==> src/rtl/ball_sprite.sv <==
// Self-moving pong ball sprite: per-frame motion, wall bounce, paddle deflection,
// miss detection and serve/hold sequencing, plus a registered pixel-hit path.
module ball_sprite #(
  parameter int unsigned COORD_W     = 11,
  parameter int unsigned WIDTH       = 10,
  parameter int unsigned HEIGHT      = 10,
  parameter int unsigned SCREEN_W    = 640,
  parameter int unsigned SCREEN_H    = 480,
  parameter int unsigned INIT_X      = 320,
  parameter int unsigned INIT_Y      = 240,
  parameter int unsigned SPEED_X     = 4,
  parameter int unsigned SPEED_Y     = 2,
  parameter int unsigned HOLD_FRAMES = 60,
  parameter logic [1:0]  R           = 2'b11,
  parameter logic [1:0]  G           = 2'b11,
  parameter logic [1:0]  B           = 2'b11
) (
  input  logic               clk,
  input  logic               rst,
  input  logic               frame_tick,
  input  logic [COORD_W-1:0] x,
  input  logic [COORD_W-1:0] y,
  input  logic               launch,
  input  logic               serve_dir,
  input  logic               hit_l,
  input  logic               hit_r,
  output logic [COORD_W-1:0] sx,
  output logic [COORD_W-1:0] sy,
  output logic               en,
  output logic [1:0]         r,
  output logic [1:0]         g,
  output logic [1:0]         b,
  output logic               miss_l,
  output logic               miss_r,
  output logic               moving
);

  localparam int unsigned SW    = COORD_W + 1;
  localparam int unsigned HW    = WIDTH / 2;
  localparam int unsigned HH    = HEIGHT / 2;
  localparam int unsigned XMIN  = HW;
  localparam int unsigned XMAX  = SCREEN_W - 1 - HW;
  localparam int unsigned YMIN  = HH;
  localparam int unsigned YMAX  = SCREEN_H - 1 - HH;
  localparam int unsigned CNT_W = $clog2(HOLD_FRAMES + 1);

  localparam logic signed [SW-1:0] XMIN_S = SW'(XMIN);
  localparam logic signed [SW-1:0] XMAX_S = SW'(XMAX);
  localparam logic signed [SW-1:0] YMIN_S = SW'(YMIN);
  localparam logic signed [SW-1:0] YMAX_S = SW'(YMAX);
  localparam logic signed [SW-1:0] STEP_X = SW'(SPEED_X);
  localparam logic signed [SW-1:0] STEP_Y = SW'(SPEED_Y);

  typedef enum logic [1:0] {IDLE, MOVING, SCORED} state_t;
  typedef enum logic [1:0] {REQ_NONE, REQ_RIGHT, REQ_LEFT} req_t;

  state_t             state;
  req_t               req;
  logic               dx_right;
  logic               dy_up;
  logic [CNT_W-1:0]   hold_cnt;

  req_t               req_eff_c;
  logic               dx_eff_c;
  logic signed [SW-1:0] nx_c;
  logic signed [SW-1:0] ny_c;
  logic               en_next_c;

  // Latched paddle request merged with this cycle's hits (a lone new hit overrides).
  always_comb begin
    req_eff_c = req;
    if (hit_l && !hit_r)
      req_eff_c = REQ_RIGHT;
    else if (hit_r && !hit_l)
      req_eff_c = REQ_LEFT;

    dx_eff_c = dx_right;
    if (req_eff_c == REQ_RIGHT)
      dx_eff_c = 1'b1;
    else if (req_eff_c == REQ_LEFT)
      dx_eff_c = 1'b0;

    nx_c = dx_eff_c ? $signed({1'b0, sx}) + STEP_X : $signed({1'b0, sx}) - STEP_X;
    ny_c = dy_up    ? $signed({1'b0, sy}) - STEP_Y : $signed({1'b0, sy}) + STEP_Y;
  end

  // Strict-inequality box test; sx/sy stay inside the limits so no wrap occurs.
  always_comb begin
    en_next_c = (x > sx - COORD_W'(HW)) && (x < sx + COORD_W'(HW)) &&
                (y > sy - COORD_W'(HH)) && (y < sy + COORD_W'(HH));
  end

  always_ff @(posedge clk) begin
    if (rst) begin
      state    <= IDLE;
      req      <= REQ_NONE;
      sx       <= COORD_W'(INIT_X);
      sy       <= COORD_W'(INIT_Y);
      dx_right <= 1'b1;
      dy_up    <= 1'b0;
      hold_cnt <= '0;
      en       <= 1'b0;
      r        <= 2'b00;
      g        <= 2'b00;
      b        <= 2'b00;
      miss_l   <= 1'b0;
      miss_r   <= 1'b0;
      moving   <= 1'b0;
    end else begin
      en       <= en_next_c;
      {r, g, b} <= en_next_c ? {R, G, B} : 6'b000000;
      miss_l   <= 1'b0;
      miss_r   <= 1'b0;
      req      <= frame_tick ? REQ_NONE : req_eff_c;

      case (state)
        IDLE: begin
          sx <= COORD_W'(INIT_X);
          sy <= COORD_W'(INIT_Y);
          if (launch) begin
            state    <= MOVING;
            moving   <= 1'b1;
            dx_right <= serve_dir;
            dy_up    <= 1'b0;
          end
        end

        MOVING: begin
          if (frame_tick) begin
            dx_right <= dx_eff_c;
            if (ny_c <= YMIN_S) begin
              sy    <= COORD_W'(YMIN);
              dy_up <= 1'b0;
            end else if (ny_c >= YMAX_S) begin
              sy    <= COORD_W'(YMAX);
              dy_up <= 1'b1;
            end else begin
              sy <= ny_c[COORD_W-1:0];
            end
            // Reaching either side wall is a miss; the ball freezes there.
            if (nx_c <= XMIN_S) begin
              sx       <= COORD_W'(XMIN);
              miss_l   <= 1'b1;
              state    <= SCORED;
              moving   <= 1'b0;
              hold_cnt <= '0;
            end else if (nx_c >= XMAX_S) begin
              sx       <= COORD_W'(XMAX);
              miss_r   <= 1'b1;
              state    <= SCORED;
              moving   <= 1'b0;
              hold_cnt <= '0;
            end else begin
              sx <= nx_c[COORD_W-1:0];
            end
          end
        end

        SCORED: begin
          if (frame_tick) begin
            if (hold_cnt == CNT_W'(HOLD_FRAMES - 1)) begin
              hold_cnt <= '0;
              sx       <= COORD_W'(INIT_X);
              sy       <= COORD_W'(INIT_Y);
              state    <= IDLE;
            end else begin
              hold_cnt <= hold_cnt + CNT_W'(1);
            end
          end
        end

        default: begin
          state  <= IDLE;
          moving <= 1'b0;
        end
      endcase
    end
  end

endmodule

==> config.mk <==
export PLATFORM = sky130hd
export DESIGN_NAME = ball_sprite
export DESIGN_NICKNAME = d
export VERILOG_FILES = /design/src/rtl/ball_sprite.sv
export SDC_FILE = /design/constraint.sdc
export NUM_CORES = 1
export LEC_CHECK = 0
export BUFFER_PORTS_ARGS = -buffer_cell sky130_fd_sc_hd__buf_2
export CAP_MARGIN = 20
export CORE_UTILIZATION = 55
export CTS_BUF_LIST = sky130_fd_sc_hd__clkbuf_4 sky130_fd_sc_hd__clkbuf_8
export CTS_CLUSTER_DIAMETER = 150
export DETAILED_ROUTE_END_ITERATION = 10
export HOLD_SLACK_MARGIN = 0.12
export PLACE_DENSITY = 0.84
export SETUP_SLACK_MARGIN = 0.02
export SKIP_LAST_GASP = 1
export SYNTH_ARGS = -nofsm -noshare
export SYNTH_HDL_FRONTEND = slang
export SYNTH_SLANG_ARGS = --single-unit
==> constraint.sdc <==
create_clock -name clk -period 4 [get_ports clk]
set_clock_uncertainty 0.15 [all_clocks]
set_input_delay 0.6 -clock clk [delete_from_list [all_inputs] [get_ports clk]]
set_output_delay 0.6 -clock clk [all_outputs]
set_load 0.01 [all_outputs]
# Word-level counts from Yosys, hierarchy flattened
# Index checks and enable logic that the tools add are counted.
[totals]
mem_bits_rw = 0
out_inout_bits = 32
input_bits = 29
wordCells = 112
n_memories = 0
mem_bits_ro = 0
ff_bits = 44
latch_bits = 0
[op_classes]
addsub = 9
n_mux = 47
n_reduce_logical = 20
div_mod_pow = 0
shift = 0
n_eq_ne = 11
n_mul = 0
magnitude_cmp = 8
bitwise = 3
[ops]
columns = ["cell", "count"]
rows = [
  ["$mux W11", 10],
  ["$pmux W11 S3", 2],
  ["$mux W6", 6],
  ["$le A12 B4 Y1 const B", 2],
  ["$mux W12", 2],
  ["$add A11 B3 Y11 const B", 2],
  ["$gt A11 B11 Y1", 2],
  ["$lt A11 B11 Y1", 2],
  ["$sub A11 B3 Y11 const B", 2],
  ["$mux W2", 8],
  ["$reduce_and A4 Y1", 4],
  ["$mux W1", 14],
  ["$add A11 B2 Y12 const B", 1],
  ["$add A11 B3 Y12 const B", 1],
  ["$ge A12 B10 Y1 const B", 1],
  ["$ge A12 B11 Y1 const B", 1],
  ["$pmux W6 S2", 1],
  ["$sub A11 B2 Y12 const B", 1],
  ["$sub A11 B3 Y12 const B", 1],
  ["$ne A2 B2 Y1 const B", 4],
  ["$add A6 B1 Y6 const B", 1],
  ["$eq A6 B6 Y1 const B", 1],
  ["$ne A3 B3 Y1 const B", 2],
  ["$pmux W2 S3", 1],
  ["15 further kinds", 26],
]

# Longest topological paths before layout
# Gate-level depths: netlist of run 1.
[logic_depth]
word_depth = 13
depth_mapped = 14
depth_no_buf = 14

# Worst setup path after synthesis of run 1
# No wires, ideal clock.
[synth_path]
path_kind = "register to register"
from = "register dx_right"
to = "register state[0]"
arrival_time_ns = 3.428
stages_incl_launch_ff = 14
setup_ns = 0.100
required_ns = 3.750
path_buffers = 1
path_slack_ns = 0.322
synth_period_minus_slack_ns = 3.678
path_cell_list = "dfxtp_1 inv_1 maj3_1 maj3_1 ha_1 buf_6 a21o_1 a211o_1 a211o_1 and3b_4 a211oi_4 nand2b_2 and2_4 a2111oi_4"
[synth_between]
elab_chain_len = 7
elab_cells_between_ends = 10
cone_classes = "2 x order compare; 1 x eq/ne; 6 x mux; 1 x reduce/logical"
[synth_rtl]
columns = ["item", "line", "rtl"]
rows = [
  ["start: declaration", "59", "logic dx_right;"],
  ["start signal: assignment", "123", "dx_right <= serve_dir;"],
  ["$mux W1 (*)", "80", "else if (req_eff_c == REQ_LEFT)"],
  ["$mux W1 (*)", "78", "if (req_eff_c == REQ_RIGHT)"],
  ["$mux W12 (*)", "83", "nx_c = dx_eff_c ? $signed({1'b0, sx}) + STEP_X : $signed({1'b0, sx}) - STEP_X;"],
  ["$le A12 B4 Y1", "141", "if (nx_c <= XMIN_S) begin"],
  ["$mux W2", "141", ""],
  ["$mux W2", "129", "if (frame_tick) begin"],
  ["$pmux W2 S3", "116", "case (state)"],
  ["end signal: assignment", "121", "state <= MOVING;"],
  ["end signal: assignment", "144", "state <= SCORED;"],
  ["end signal: assignment", "150", "state <= SCORED;"],
  ["end: declaration", "57", "state_t state;"],
]
# Mark *: on every way between the ends. The rest lies on a longest branch, timed or not. The select of a mux whose other input is x is not followed.
# A chain may end at the register's enable or synchronous reset.

# Final worst setup path of run 1
# Same ends and word-level chain as after synthesis.

==> results of run 1 <==
==> cell usage in the layout (no fill, tap or decap), types with 6 or more instances in the layout <==
master | synthesis | routed
nor2b_1 | 17 | 17
dfxtp_1 | 38 | 38
o211ai_1 | 12 | 12
nand4_1 | 8 | 8
nand2b_1 | 9 | 9
o21ai_1 | 6 | 6
nor2_1 | 36 | 36
nand2_1 | 38 | 38
nor3_1 | 20 | 20
o21ai_0 | 30 | 30
ha_1 | 71 | 71
and3_1 | 18 | 18
a211oi_1 | 9 | 8
o21a_1 | 6 | 6
a21o_1 | 11 | 11
buf_2 | 0 | 60
clkbuf_8 | 0 | 6
a21oi_1 | 35 | 35
xor2_1 | 23 | 23
nand3_1 | 11 | 11
xnor2_1 | 22 | 22
inv_1 | 21 | 21
==> registers in the layout, indices dropped and copies added, names as in the netlist <==
register,cells
sy,11
miss_r,1
r,1
dy_up,1
state,2
sx,11
moving,1
req,2
miss_l,1
dx_right,1
hold_cnt,6
==> power by group <==
part           leakage [nW]  switching, W  internal [W]
Sequential            0.308     0.0000968      0.000413
Combinational          1.93      0.000791      0.000548
Clock                0.0472      0.000132      0.000138
==> worst max-delay path: cells and delay by family, from the launching register on <==
kind,cells,cell delay [ns]
AO/OA/AOI/OAI,3,0.76
adder cells (fa/ha/maj),3,1.14
buffers and inverters,2,0.22
flip-flops,1,0.31
AND/OR/NAND/NOR,5,1.15
==> kinds of logic (layout without fill, tap and decap cells) <==
| group | Yosys count | in the layout | synth area share [%] |
|---|---|---|---|
| xor+xnor | 45 | 45 | 8.61 |
| fa+ha+maj | 77 | 77 | 21.2 |
| mux | 4 | 4 | 0.875 |
| buf+inv | 46 | 94 | 4.43 |
| simple gates | 186 | 186 | 21.4 |
| flops | 38 | 38 | 16.6 |
| compound gates | 167 | 167 | 26.9 |
==> worst max-delay path by stage <==
stage                to  slack, ns
2_1_floorplan  state[0]       0.32
3_3_place_gp   state[0]       0.17
3_5_place_dp   state[0]       0.05
4_1_cts        state[0]       0.06
5_1_grt        state[0]       0.02
6_report       state[0]       0.17
==> through the flow <==
stage / instances / total power, W / instance area, um2 / util (%)
after CTS: 713 / 0.00211 / 5010 / 63.6
final: 713 / 0.00212 / 5030 / 63.7
after global placement: 705 / 0.00179 / 4920 / 62.4
after detailed placement: 705 / 0.00183 / 4920 / 62.4
after floorplan: 563 / 0.00155 / 4580 / -
after global routing: 713 / 0.00227 / 5030 / 63.7
==> final cells by class <==
class | count | share of cell area (%)
inverters | 21 | 1.57
flip-flops and latches | 38 | 15.1
clock inverters | 2 | 0.249
well taps | 102 | 2.54
multi-input cells | 479 | 72.2
repair buffers | 65 | 6.72
clock buffers | 6 | 1.64
==> layer usage <==
layer  share of wire, %  track usage (%)  vias to the layer above
met2                 49             45.4                      122
met5                  0                0                        -
met1                 45             32.0                     2057
met4               0.76             6.79                        0
li1                   -                -                     2186
met3                4.8             3.41                       12
==> flow_summary_export.csv, run 1 <==
group,metric,value,unit
outcome,outcome,"finished clean",
critical_path,cp_cell_sequence,"inv_1 -> maj3_1 -> maj3_2 -> buf_4 -> ha_1 -> o21ai_1 -> or4b_1 -> nand4_1 -> nor4_1 -> a211oi_4 -> nand2b_2 -> and2_4 -> a2111oi_4",
critical_path,end_kind,"register",
critical_path,critPathRequiredTime,4.04,ns
sta,timing.fmax,261,MHz
clock_tree,cts_hold_buf,0,
final_layout,fill_cells,695,
route,routed_via_density,6.14,
logic_synthesis,yosysSeqAreaShare,16.6,%
critical_path,rrSetupSlack,0.17,ns
critical_path,reg2reg_from,"dx_right",
run,drv_cap,0,
place,detailed_place_hpwl,8.85,mm
final_layout,antenna_cells,0,
logic_synthesis,synth_seq_cells,38,
clock_tree,cts.root.buffer_cell,"clkbuf_8",
floorplan,die_w,93.2,um
clock_tree,numCtsBuffers,5,
logic_synthesis,syn_nets,665,
critical_path,ff2ff_path_depth,13,
logic_synthesis,netlist.area_leader.share,19.4,%
sta,fin_crit_sh,95.7,%
critical_path,start_kind,"register",
route,drt-total-wl,11.0,mm
logic_synthesis,synth_cell_type_count,73,
critical_path,arrival,3.87,ns
logic_synthesis,async_reset_ff_share,0,%
sta,tightestPinTransition,0.653,ns
final_layout,regArea,761,um2
sta,slew_headroom,56.3,%
sta,hold_violations,0,
logic_synthesis,synthTopCellsByCount,"71 x ha_1, 38 x dfxtp_1, 38 x nand2_1, 36 x nor2_1, 35 x a21oi_1",
logic_synthesis,yosysWarnings,0,
floorplan,core_area,7890,um2
logic_synthesis,yosysTopAreaCell,"ha_1",
clock_tree,clock_path_buffers,2,
critical_path,worstPathMaxFanout,7,
final_layout,area_growth,9.84,%
floorplan,ioPinCount,61,
critical_path,path_class,"reg2reg",
logic_synthesis,syn_inst,563,
sta,hold_ws,0.361,ns
clock_tree,postCtsSetupBuffers,0,
route,firstDrtPassIters,6,
critical_path,slowest_stage,"or4b_1",
clock_tree,cts_tree,"done",
sta,setup_viol,0,
route,ant_nets,0,
sta,drv_slew,0,
power_and_ir_drop,power_density,422,nW/um2
global_routing,grt_max_degree,26,
power_and_ir_drop,vdd_ir_drop_max,190,uV
sta,fin_tns_setup,0,ns
place,place_congestion,0.907,
global_routing,track_usage,25.4,%
place,preCtsSetupSlack,0.0498,ns
sta,timing.final.crit_period,3.83,ns
sta,rsz0062_at_grt,"false",
clock_tree,clock_sinks,38,
sta,layout_setup_ws,0.173,ns
clock_tree,clk_pin_slew,0.07,ns
global_routing,grt_first_pass_wirelength,18.2,mm
logic_synthesis,synth_most_common_cell,"ha_1",
global_routing,grt-ovfl-total,0,
logic_synthesis,synth_ff_type,"dfxtp_1",
critical_path,critical_path.max_stage_delay,0.48,ns
place,io_buffer_count,60,
hold_path,hold_path.class,"reg2reg",
final_layout,multi_input_area,3630,um2
logic_synthesis,synth.cell_area,4580,um2
power_and_ir_drop,static-leakage-power,2.28,nW
floorplan,die_h,93.2,um
route,drtIter0Drc,266,
critical_path,rr_endpoint,"state[0]",
clock_tree,cts_resized,0,
route,wire_per_inst,15.4,um
global_routing,grt_pass1_vias,4118,
critical_path,startpoint,"dx_right",
hold_path,worstHoldStart,"dx_right",
logic_synthesis,syn_area_per_cell,8.13,um2
final_layout,layout-drive-gt1-share,15.2,%
hold_path,holdPathStages,2,
final_layout,nNetsFinal,712,
global_routing,grt_antenna_before_repair,0,
route,vias,4377,
clock_tree,cts-htree-levels,2,
hold_path,holdPathEnd,"dx_right",
floorplan,start_util,58.0,%
logic_synthesis,synth_edf_count,0,
floorplan,row_count,32,
floorplan,die-area,8690,um2
route,drc_errors,0,
clock_tree,clk_latency,0.29,ns
logic_synthesis,synth_area_leaders,"ha_1 19%, dfxtp_1 17%, xor2_1 4.4%, xnor2_1 4.2%, a21oi_1 3.8%",
Power figures use the tool's default switching activity.
==> run 2: changes to the inputs <==
--- a/config.mk
+++ b/config.mk
@@ -5,7 +5,7 @@
 export SDC_FILE = /design/constraint.sdc
 export NUM_CORES = 1
 export LEC_CHECK = 0
-export BUFFER_PORTS_ARGS = -buffer_cell sky130_fd_sc_hd__buf_2
+export BUFFER_PORTS_ARGS = -buffer_cell sky130_fd_sc_hd__buf_4
 export CAP_MARGIN = 20
 export CORE_UTILIZATION = 55
 export CTS_BUF_LIST = sky130_fd_sc_hd__clkbuf_4 sky130_fd_sc_hd__clkbuf_8
==> flow_summary_export.csv, run 2 (synthesis gave the netlist of run 1 again) <==
group,metric,value,unit
sta,drv_slew,0,
run,drv_cap,0,
floorplan,start_util,58.0,%
place,preCtsSetupSlack,0.0492,ns
clock_tree,cts_tree,"done",
critical_path,arrival,3.81,ns
final_layout,area_growth,13.3,%
sta,fin_crit_sh,94.1,%
global_routing,grt-ovfl-total,0,
final_layout,antenna_cells,0,
sta,timing.fmax,266,MHz
place,io_buffer_count,60,
hold_path,hold_path.class,"reg2reg",
place,post-place-cells,704,
route,vias,4379,
clock_tree,clock_path_buffers,2,
critical_path,slowest_stage,"maj3_2",
sta,hold_ws,0.361,ns
sta,slew_headroom,55.9,%
place,place_congestion,0.856,
critical_path,end_kind,"register",
route,ant_nets,0,
clock_tree,cts.root.buffer_cell,"clkbuf_8",
global_routing,grt_pass1_vias,4091,
final_layout,layout-drive-gt1-share,15.8,%
place,detailed_place_hpwl,8.72,mm
global_routing,grt_antenna_before_repair,0,
clock_tree,clock_sinks,38,
final_layout,fill_cells,640,
global_routing,grt_first_pass_wirelength,18.8,mm
power_and_ir_drop,vdd_ir_drop_max,212,uV
final_layout,biggestRegsByFlops,"sx: 11 flops, sy: 11 flops, hold_cnt: 6 flops",
sta,layout_setup_ws,0.238,ns
floorplan,core_area,7890,um2
critical_path,worstPathMaxFanout,7,
final_layout,nNetsFinal,713,
floorplan,die_h,93.2,um
sta,setup_viol,0,
clock_tree,cts-htree-levels,2,
sta,fin_tns_setup,0,ns
global_routing,track_usage,26.5,%
power_and_ir_drop,power_density,415,nW/um2
sta,hold_violations,0,
sta,tightestPinTransition,0.660,ns
critical_path,cp_cell_sequence,"inv_1 -> maj3_1 -> maj3_2 -> buf_4 -> ha_1 -> o211a_1 -> and3_1 -> a211oi_2 -> a22oi_1 -> a211oi_4 -> nand2b_2 -> and2_4 -> a2111oi_4",
clock_tree,clk_latency,0.30,ns
global_routing,grt_max_degree,26,
route,wire_per_inst,15.4,um
final_layout,layout_commonest_cell,"ha_1",
floorplan,die-area,8690,um2
route,routed_via_density,6.13,
route,drc_errors,0,
route,drt-total-wl,11.0,mm
clock_tree,clk_pin_slew,0.08,ns
critical_path,critPathRequiredTime,4.05,ns
floorplan,die_w,93.2,um
sta,timing.final.crit_period,3.76,ns
critical_path,critical_path.max_stage_delay,0.40,ns
route,drtIter0Drc,334,
clock_tree,numCtsBuffers,5,
floorplan,ioPinCount,61,
power_and_ir_drop,static-leakage-power,2.32,nW
outcome,outcome,"finished clean",
critical_path,critPathTopFamily,"compound AO/OA/AOI/OAI gates",
final_layout,instances_no_fill,714,
route,firstDrtPassIters,6,
critical_path,start_kind,"register",
sta,rsz0062_at_grt,"false",
critical_path,critPathBufInv,2,
final_layout,layout_common_cells,"69 x ha_1, 66 x buf_4, 38 x nand2_1, 38 x dfxtp_1, 36 x nor2_1",
critical_path,path_class,"reg2reg",
floorplan,row_count,32,
-- run 2: through the flow --
| step | total power, W | area (um2) | util [%] |
|---|---|---|---|
| after floorplan | 0.00155 | 4580 | - |
| after global placement | 0.00181 | 5060 | 64.2 |
| after detailed placement | 0.00185 | 5060 | 64.2 |
| after CTS | 0.00213 | 5160 | 65.4 |
| after global routing | 0.00233 | 5190 | 65.8 |
| final | 0.00215 | 5190 | 65.8 |
-- run 2: power by group --
part	internal [W]	switching, W	total, W	leakage [nW]
sequential	0.000413	0.0000986	0.000511	0.308
combinational	0.000573	0.000793	0.00137	1.96
clock	0.000138	0.000137	0.000276	0.0472
-- run 2: path summary, 6_finish.rpt --
kind	start	end	slack, ns	depth (start not counted)
min	hold_cnt[2]	hold_cnt[2]	0.36	1
max reg2reg	dx_right	state[0]	0.24	13
max	dx_right	state[0]	0.24	13
min reg2reg	hold_cnt[2]	hold_cnt[2]	0.36	1
-- run 2: cell type report --
type	count	area [um2]	area share [%]
inverters	21	78.8	1.52
well taps	102	128	2.46
flip-flops and latches	38	761	14.7
multi-input cells	479	3630	70.0
clock inverters	2	12.5	0.241
clock buffers	6	82.6	1.59
repair buffers	66	495	9.55
-- run 2: timing repair --
item | in CTS | in global routing
gates resized for setup | 0 | 5
hold buffers | 0 | 0
setup endpoints to repair | 0 | 15
setup buffers | 0 | 2
-- run 2: routing by layer --
metal / routed length (um) / global-route usage, %
met3: 569 / 3.50
met5: 0 / 0
met2: 5170 / 45.2
met4: 198 / 8.21
met1: 5050 / 34.6
==> run 3: changes to the inputs <==
--- a/config.mk
+++ b/config.mk
@@ -5,6 +5,7 @@
 export SDC_FILE = /design/constraint.sdc
 export NUM_CORES = 1
 export LEC_CHECK = 0
+export ABC_AREA = 1
 export BUFFER_PORTS_ARGS = -buffer_cell sky130_fd_sc_hd__buf_4
 export CAP_MARGIN = 20
 export CORE_UTILIZATION = 55
==> flow_summary_export.csv, run 3 <==
group,metric,value,unit
outcome,outcome,"finished clean",
clock_tree,clock_sinks,38,
route,firstDrtPassIters,5,
floorplan,die_h,92.9,um
critical_path,path_class,"in2reg",
place,place_congestion,0.960,
logic_synthesis,synth_area_leaders,"ha_1 20%, dfxtp_1 17%, nand2_1 14%, inv_1 7.8%, xor2_1 6.2%",
sta,layout_setup_ws,0.556,ns
clock_tree,clk_latency,0.29,ns
floorplan,row_count,32,
global_routing,grt_max_degree,31,
logic_synthesis,syn_nets,807,
route,drt-total-wl,11.3,mm
clock_tree,cts_tree,"done",
logic_synthesis,synth_cell_type_count,44,
power_and_ir_drop,vdd_ir_drop_max,316,uV
sta,hold_violations,0,
sta,drv_slew,0,
route,wire_per_inst,13.2,um
hold_path,hold_path.class,"reg2reg",
critical_path,worstPathMaxFanout,11,
floorplan,die-area,8620,um2
sta,timing.fmax,290,MHz
logic_synthesis,synth.cell_area,4540,um2
critical_path,start_kind,"primary input",
route,drc_errors,0,
final_layout,layout.core_utilization,65.3,%
logic_synthesis,synth_ff_type,"dfxtp_1",
place,post-place-cells,852,
logic_synthesis,synth_seq_cells,38,
logic_synthesis,yosysSeqAreaShare,16.8,%
final_layout,antenna_cells,0,
route,drtIter0Drc,320,
sta,fin_crit_sh,86.1,%
final_layout,layout_common_cells,"173 x nand2_1, 94 x inv_1, 71 x ha_1",
logic_synthesis,yosysTopAreaCell,"ha_1",
power_and_ir_drop,power_density,374,nW/um2
place,preCtsSetupSlack,0.299,ns
power_and_ir_drop,static-leakage-power,2.64,nW
critical_path,cp_cell_sequence,"buf_4 -> inv_1 -> nand2_1 -> nand2_1 -> nand2_1 -> o21ai_1 -> nand2_1 -> inv_2 -> ha_1 -> a21oi_1 -> nor2_1 -> a211oi_1 -> nand2_1 -> nand2_1 -> nand2_1 -> nor2_2 -> o21ai_2 -> nand2_4 -> nand3_2 -> nand2_1 -> inv_1 -> nor2_1 -> nor2_1",
logic_synthesis,synth_most_common_cell,"nand2_1",
critical_path,end_kind,"register",
sta,setup_viol,0,
sta,slew_headroom,54.3,%
logic_synthesis,synthTopCellsByCount,"173 x nand2_1, 94 x inv_1, 71 x ha_1, 66 x nor2_1, 55 x a21oi_1",
final_layout,layout_commonest_cell,"nand2_1",
sta,rsz0062_at_grt,"false",
run,drv_cap,0,
place,detailed_place_hpwl,9.39,mm
logic_synthesis,synth_edf_count,0,
sta,fin_tns_setup,0,ns
global_routing,grt_first_pass_wirelength,19.1,mm
global_routing,grt-ovfl-total,0,
final_layout,nNetsFinal,859,
global_routing,grt_antenna_before_repair,0,
clock_tree,numCtsBuffers,5,
critical_path,critPathRequiredTime,4.04,ns
final_layout,layout-drive-gt1-share,11.1,%
logic_synthesis,syn_inst,705,
global_routing,track_usage,26.9,%
floorplan,ioPinCount,61,
clock_tree,cts_resized,0,
place,io_buffer_count,60,
clock_tree,postCtsSetupBuffers,0,
clock_tree,cts-htree-levels,2,
critical_path,critical_path.max_stage_delay,0.31,ns
clock_tree,cts_hold_buf,0,
floorplan,start_util,57.8,%
global_routing,grt_pass1_vias,4412,
route,routed_via_density,5.44,
sta,timing.final.crit_period,3.44,ns
logic_synthesis,yosysWarnings,0,
sta,tightestPinTransition,0.684,ns
critical_path,slowest_stage,"ha_1",
final_layout,biggestRegsByFlops,"sx: 11 flops, sy: 11 flops, hold_cnt: 6 flops",
logic_synthesis,netlist.area_leader.share,19.6,%
logic_synthesis,syn_area_per_cell,6.44,um2
route,ant_nets,0,
floorplan,core_area,7850,um2
route,vias,4677,
clock_tree,cts.root.buffer_cell,"clkbuf_8",
critical_path,crit_top_cell,"nand2_1",
final_layout,fill_cells,727,
clock_tree,clk_pin_slew,0.07,ns
final_layout,instances_no_fill,860,
critical_path,arrival,3.48,ns
floorplan,die_w,92.9,um
logic_synthesis,async_reset_ff_share,0,%
clock_tree,clock_path_buffers,2,
final_layout,area_growth,12.9,%
run 3: cell count changes in the layout (fill, tap and decap cells not counted), moves of 10 or more:
cell / delta
nand2_1: +135
nand3_1: +37
nor2b_1: -17
inv_1: +73
a21oi_1: +20
and3_1: -17
o211ai_1: -10
nor2_1: +30
xnor2_1: -16
run 3: kinds of logic (layout without fill, tap and decap cells):
group | Yosys count | after routing | share of synthesized area [%]
buf+inv | 112 | 165 | 9.98
fa+ha+maj | 73 | 73 | 20.5
compound gates | 113 | 113 | 13.9
simple gates | 330 | 330 | 31.2
flops | 38 | 38 | 16.8
xor+xnor | 39 | 39 | 7.69
run 3: critical path: cells and delay by family:
kind / cells / cell delay [ns]
compound gates: 4 / 0.70
buf+inv: 4 / 0.42
fa+ha+maj: 1 / 0.31
simple gates: 14 / 1.43
run 3: layout make-up:
| type | count | area, um2 | area share [%] |
|---|---|---|---|
| multi-input combinational | 555 | 3330 | 64.9 |
| sequential | 38 | 761 | 14.8 |
| timing repair buffer | 60 | 450 | 8.79 |
| inverter | 97 | 364 | 7.11 |
| tap | 102 | 128 | 2.49 |
| clock buffer | 7 | 90.1 | 1.76 |
| clock inverter | 1 | 5.00 | 0.0977 |
run 3: power by group:
group          internal (W)  switching (W)  total [W]
Combinational      0.000415       0.000724    0.00114
Clock              0.000146       0.000133   0.000279
Sequential         0.000417      0.0000815   0.000499
Total              0.000978       0.000938    0.00192
run 3: through the flow:
step / instance area (um2) / hold WS (ns) / total power [W]
6_report: 5120 / 0.323 / 0.00192
5_1_grt: 5120 / 0.357 / 0.00210
4_1_cts: 5120 / 0.328 / 0.00191
3_5_place_dp: 5030 / 0.310 / 0.00163
3_3_place_gp: 5030 / 0.302 / 0.00158
2_1_floorplan: 4540 / 0.274 / 0.00134
run 3: final timing paths:
kind          start     endpoint  slack, ns  depth (start not counted)
max reg2reg   sy[1]         r[0]       0.72                         14
min reg2reg  moving       moving       0.32                          2
max           hit_l  hold_cnt[5]       0.56                         23
min          moving       moving       0.32                          2
run 3: layer usage:
layer  routed length (um)  part of all wire [%]  track usage, %
met5                    0                     0               0
met3                  637                   5.6            3.61
met4                  146                   1.3            7.05
met1                 5140                    45            33.9
met2                 5400                    48            47.6
